File: src/rtl/if_pkg.sv
// Shared types and constants for the instruction fetch stage.
package if_pkg;

  typedef enum logic [1:0] {
    IF_BOOT  = 2'd0,
    IF_RUN   = 2'd1,
    IF_REDIR = 2'd2
  } if_state_e;

  localparam logic [31:0] IF_BOOT_ADDR = 32'h0000_0004;

  typedef struct packed {
    logic [31:0] pc;
    logic [31:0] instr;
  } if_entry_t;

endpackage

File: src/rtl/if_prefetch_fifo.sv
// DEPTH x 64-bit prefetch FIFO holding {pc, instr}; head is read combinationally.
// Flush clears pointers and count; storage itself is only cleared by reset.
module if_prefetch_fifo
  import if_pkg::*;
#(
  parameter int DEPTH = 4
) (
  input  logic        clk_i,
  input  logic        rstn_i,
  input  logic        push_i,
  input  logic        pop_i,
  input  logic        flush_i,
  input  logic [63:0] data_i,
  output logic [63:0] head_o,
  output logic        full_o,
  output logic        empty_o
);

  localparam int PW = $clog2(DEPTH);
  localparam int CW = PW + 1;

  if_entry_t         mem_q [DEPTH];
  logic [PW-1:0]     wr_ptr_q, wr_ptr_d;
  logic [PW-1:0]     rd_ptr_q, rd_ptr_d;
  logic [CW-1:0]     cnt_q, cnt_d;

  always_comb begin
    wr_ptr_d = wr_ptr_q;
    rd_ptr_d = rd_ptr_q;
    cnt_d    = cnt_q;
    if (flush_i) begin
      wr_ptr_d = '0;
      rd_ptr_d = '0;
      cnt_d    = '0;
    end else begin
      if (push_i) wr_ptr_d = wr_ptr_q + 1'b1;
      if (pop_i)  rd_ptr_d = rd_ptr_q + 1'b1;
      // Simultaneous push and pop leaves the occupancy unchanged, even when full.
      case ({push_i, pop_i})
        2'b10:   cnt_d = cnt_q + 1'b1;
        2'b01:   cnt_d = cnt_q - 1'b1;
        default: cnt_d = cnt_q;
      endcase
    end
  end

  always_ff @(posedge clk_i or negedge rstn_i) begin
    if (!rstn_i) begin
      wr_ptr_q <= '0;
      rd_ptr_q <= '0;
      cnt_q    <= '0;
    end else begin
      wr_ptr_q <= wr_ptr_d;
      rd_ptr_q <= rd_ptr_d;
      cnt_q    <= cnt_d;
    end
  end

  always_ff @(posedge clk_i or negedge rstn_i) begin
    if (!rstn_i) begin
      for (int i = 0; i < DEPTH; i++) mem_q[i] <= '0;
    end else if (push_i && !flush_i) begin
      mem_q[wr_ptr_q] <= if_entry_t'(data_i);
    end
  end

  assign head_o  = mem_q[rd_ptr_q];
  assign full_o  = (cnt_q == CW'(DEPTH));
  assign empty_o = (cnt_q == '0);

endmodule

File: src/rtl/if_fetch_unit.sv
// Instruction fetch: owns the PC, issues one SRAM word-read per cycle into a prefetch FIFO.
// Optional request/redirect counters are enabled with `define IF_PERF_CNT_EN.
module if_fetch_unit
  import if_pkg::*;
#(
  parameter logic [31:0] BOOT_ADDR = IF_BOOT_ADDR,
  parameter int          DEPTH     = 4
) (
  input  logic        clk_i,
  input  logic        rstn_i,
  output logic        imem_req_o,
  output logic        imem_we_o,
  output logic [31:0] imem_addr_o,
  output logic [31:0] imem_wdata_o,
  input  logic [31:0] imem_rdata_i,
  input  logic        redirect_i,
  input  logic [31:0] redirect_pc_i,
  output logic        instr_valid_o,
  output logic [31:0] instr_o,
  output logic [31:0] instr_pc_o,
  input  logic        instr_ready_i
`ifdef IF_PERF_CNT_EN
  ,
  output logic [31:0] perf_fetch_o,
  output logic [31:0] perf_flush_o
`endif
);

  if_state_e   state_q, state_d;
  logic [31:0] pc_q, pc_d;
  logic        req;
  logic        pop;
  logic        full;
  logic        empty;
  logic [63:0] head;
  if_entry_t   push_entry;
  logic        unused_redirect_lsbs;

  assign unused_redirect_lsbs = ^redirect_pc_i[1:0];

  assign pop = instr_valid_o && instr_ready_i;

  always_comb begin
    state_d = state_q;
    pc_d    = pc_q;
    req     = 1'b0;
    case (state_q)
      IF_BOOT:  state_d = IF_RUN;
      IF_RUN:   req     = !full || pop;
      IF_REDIR: state_d = IF_RUN;
      default:  state_d = IF_BOOT;
    endcase
    if (req) pc_d = pc_q + 32'd4;
    // A redirect overrides everything, including a fetch that would otherwise issue.
    if (redirect_i) begin
      req     = 1'b0;
      pc_d    = {redirect_pc_i[31:2], 2'b00};
      state_d = IF_REDIR;
    end
  end

  always_ff @(posedge clk_i or negedge rstn_i) begin
    if (!rstn_i) begin
      state_q <= IF_BOOT;
      pc_q    <= BOOT_ADDR;
    end else begin
      state_q <= state_d;
      pc_q    <= pc_d;
    end
  end

  assign push_entry = '{pc: pc_q, instr: imem_rdata_i};

  if_prefetch_fifo #(
    .DEPTH (DEPTH)
  ) u_fifo (
    .clk_i   (clk_i),
    .rstn_i  (rstn_i),
    .push_i  (req),
    .pop_i   (pop),
    .flush_i (redirect_i),
    .data_i  (push_entry),
    .head_o  (head),
    .full_o  (full),
    .empty_o (empty)
  );

  assign imem_req_o    = req;
  assign imem_we_o     = 1'b0;
  assign imem_wdata_o  = 32'd0;
  assign imem_addr_o   = {2'b00, pc_q[31:2]};
  assign instr_valid_o = !empty;
  assign instr_pc_o    = head[63:32];
  assign instr_o       = head[31:0];

`ifdef IF_PERF_CNT_EN
  logic [31:0] perf_fetch_q, perf_flush_q;

  always_ff @(posedge clk_i or negedge rstn_i) begin
    if (!rstn_i) begin
      perf_fetch_q <= '0;
      perf_flush_q <= '0;
    end else begin
      if (req)        perf_fetch_q <= perf_fetch_q + 32'd1;
      if (redirect_i) perf_flush_q <= perf_flush_q + 32'd1;
    end
  end

  assign perf_fetch_o = perf_fetch_q;
  assign perf_flush_o = perf_flush_q;
`endif

endmodule

File: config.mk
export PLATFORM = sky130hd
export DESIGN_NAME = if_fetch_unit
export DESIGN_NICKNAME = d
export VERILOG_FILES = /design/src/rtl/if_pkg.sv /design/src/rtl/if_prefetch_fifo.sv /design/src/rtl/if_fetch_unit.sv
export SDC_FILE = /design/constraint.sdc
export NUM_CORES = 1
export LEC_CHECK = 0
export ABC_AREA = 1
export CELL_PAD_IN_SITES_DETAIL_PLACEMENT = 1
export CELL_PAD_IN_SITES_GLOBAL_PLACEMENT = 1
export CORE_MARGIN = 2
export CORE_UTILIZATION = 45
export DETAILED_ROUTE_END_ITERATION = 7
export DONT_BUFFER_PORTS = 1
export GPL_TIMING_DRIVEN = 0
export PLACE_DENSITY = 0.8
export SLEW_MARGIN = 10
export SYNTH_ARGS = -nofsm -noshare
export SYNTH_HDL_FRONTEND = slang
export SYNTH_HIERARCHICAL = 1
export SYNTH_SLANG_ARGS = --single-unit
export TNS_END_PERCENT = 50
File: constraint.sdc
create_clock -name clk_i -period 2.8 [get_ports clk_i]
set_clock_uncertainty 0.1 [all_clocks]
set_input_delay 0 -clock clk_i [delete_from_list [all_inputs] [get_ports clk_i]]
set_output_delay 0 -clock clk_i [all_outputs]
set_load 0.01 [all_outputs]
==> reports/qor.yml <==
slew_headroom_pct: 56.7
ys_types: 32
drive_gt1_share_pct: 9.90
dr_wl_met2_um: 23800
async_reset_ff_share_pct: 100
numCtsBuffers: 35
min_period_over_period_pct: 96.0
cts_setup_buffers: 0
rr_startpoint: "u_fifo/cnt_q[0]"
drcViolationCount: 0
register_area_um2: 7380
power.total_w: 0.0130
final_cell_mix: "426 x nand2_1, 390 x o21ai_0, 294 x dfrtp_1, 179 x nor2_1, 107 x inv_1"
grt_pass1_wl_um: 76300
yosysSeqAreaShare_pct: 53.1
overflow: 0
synth.cell_area_um2: 13900
grt_pass1_vias: 13800
power.leakage_nw: 7.89
ys_ff_latch: 295
fin_util_pct: 54.3
postSynthCellCount: 1711
holdWs_ns: -0.930
dp_hpwl_um: 30600
layout_commonest_cell: "nand2_1"
hold_path.class: "in2async"
top_layer: "met4"
postCtsHoldBufs: 83
wl_met3_um: 2610
synth-edff-count: 0
root_buffer: "clkbuf_16"
wl_um: 47900
slew_violations: 0
nNetsFinal: 1941
io_buffer_count: 0
route.vias.total: 12700
ant_nets: 0
initial_core_util_pct: 45.5
drt-met1-wl_um: 20100
tritoncts: "done"
critical_path_class: "reg2out"
multiInputGateArea_um2: 5500
setup_viol: 0
die_w_um: 180
p_per_area_nw_per_um2: 783
cp_cell_sequence: "inv_1, clkbuf_1, clkbuf_1, o21ai_0, o22ai_1"
grt_use_total_pct: 29.7
cap_violations: 0
chipHeight_um: 180
slowest_delay_ns: 0.48
required_ns: 2.70
areaGrowthSynthToFinish_pct: 19.3
die-area_um2: 32300
cts_buffer_depth: 3
via_per_inst: 5.56
clkTransAtPathRegs_ns: 0.06
violations: "hold timing"
fin_tns_setup_ns: 0
rsz0062_at_grt: "yes"
synthFlopType: "dfrtp_1"
clk_latency_ns: 0.52
crit_path_start: "u_fifo/rd_ptr_q[1]"
fillers: 3671
tightest_slew_ns: 0.650
antenna_found_initial: 1
dr.first_iter.drc_count: 833
yosysWarnings: 6
wire_per_inst_um: 20.9
firstDrtPassIters: 5
start_kind: "register"
endpoint_kind: "output port"
critical_path.top_delay_family: "buffers and inverters"
gp_congestion: 0.835
syn_area_per_cell_um2: 8.12
design.core.area_um2: 30500
cp_max_fo: 10
fin_area_um2: 16600
rows: 64
io_pins: 199
ir_drop_mv: 0.451
critical_path.most_common_cell: "clkbuf_1"
r2r_slack_ns: 0.12
finalCriticalPeriod_ns: 2.69
numClockSinks: 295
cp.arrival_ns: 2.59
crit_buf_inv: 3
slowest_stage: "clkbuf_1"
h-tree-depth: 2
place_area_um2: 14500
outcome: "finished with violations"
grt_max_degree: 296
hold_violations: 295
fmax_ghz: 0.372
layer usage:
metal	GRT usage [%]	up-vias
met2	51.1	365
met3	5.43	95
li1	-	5847
met4	10.4	0
met5	0	-
met1	37.7	6397
logic make-up (layout without fill, tap and decap cells):
family | after synthesis | in the layout | synth area share (%)
xor gates and xnor gates | 9 | 9 | 0.567
adders and majority gates | 6 | 6 | 0.594
other | 1 | 38 | 0.0270
and+or+nand+nor | 668 | 668 | 19.1
buffers and inverters | 252 | 394 | 8.35
DFF | 295 | 295 | 53.1
AOI/OAI and AO/OA | 480 | 480 | 18.2
final timing paths:
path / end / depth (start not counted)
min in group clk_i: pc_q[14] / 3
max in group asynchronous: u_fifo/mem_q[104] / 0
worst max-delay path: instr_o[31] / 5
worst min-delay path: u_fifo/mem_q[218] / 0
worst min register to register: state_q[0] / 1
worst max register to register: u_fifo/mem_q[185] / 12
final cells by class:
cell class / instances / area share [%]
flip-flops and latches: 295 / 44.5
multi-input cells: 1200 / 33.2
clock buffers: 48 / 5.88
plain buffers: 142 / 5.17
repair buffers: 83 / 5.01
well taps: 396 / 2.99
inverters: 110 / 2.49
clock inverters: 11 / 0.702
diodes: 1 / 0.0151
sequential cells by signal, indices dropped and copies added (netlist names):
signal           count
pc_q                30
u_fifo/rd_ptr_q      2
state_q              2
u_fifo/cnt_q         3
u_fifo/wr_ptr_q      2
u_fifo/mem_q       256
stage by stage:
step           hold WS, ns  setup WS [ns]  cells
4_1_cts             -0.936         0.0650   2285
3_5_place_dp        -0.387         -0.257   2143
2_1_floorplan       -0.396          0.636   1747
5_1_grt             -0.945        -0.0333   2285
6_report            -0.930          0.112   2286
3_3_place_gp        -0.385         -0.158   2143
cell usage after synthesis (4+ instances only):
library cell	count	area share, %
nor2_4	6	0.49
o21bai_1	7	0.38
a21oi_1	6	0.22
nor2_1	179	4.8
buf_4	36	1.9
inv_1	107	2.9
ha_1	5	0.45
buf_2	51	1.8
xor2_1	7	0.44
o21ai_0	390	14
nand3_1	41	1.5
nand2_1	426	12
dfrtp_1	294	53
o22ai_1	64	2.9
clkbuf_1	53	1.4
o21ai_1	4	0.14
o211ai_1	4	0.22
power by group:
group          leakage, nW  switching (W)  total [W]  internal, W
combinational         3.40        0.00227    0.00328      0.00101
clock                0.542        0.00177    0.00439      0.00262
sequential            3.95       0.000483    0.00531      0.00483
timing repair:
| action | CTS | global route |
|---|---|---|
| gates cloned | 0 | 0 |
| setup endpoints to repair | 232 | 252 |
| gates resized for setup | 25 | 45 |
| endpoints found under the hold margin | 466 | 295 |
Power figures use the tool's default switching activity.
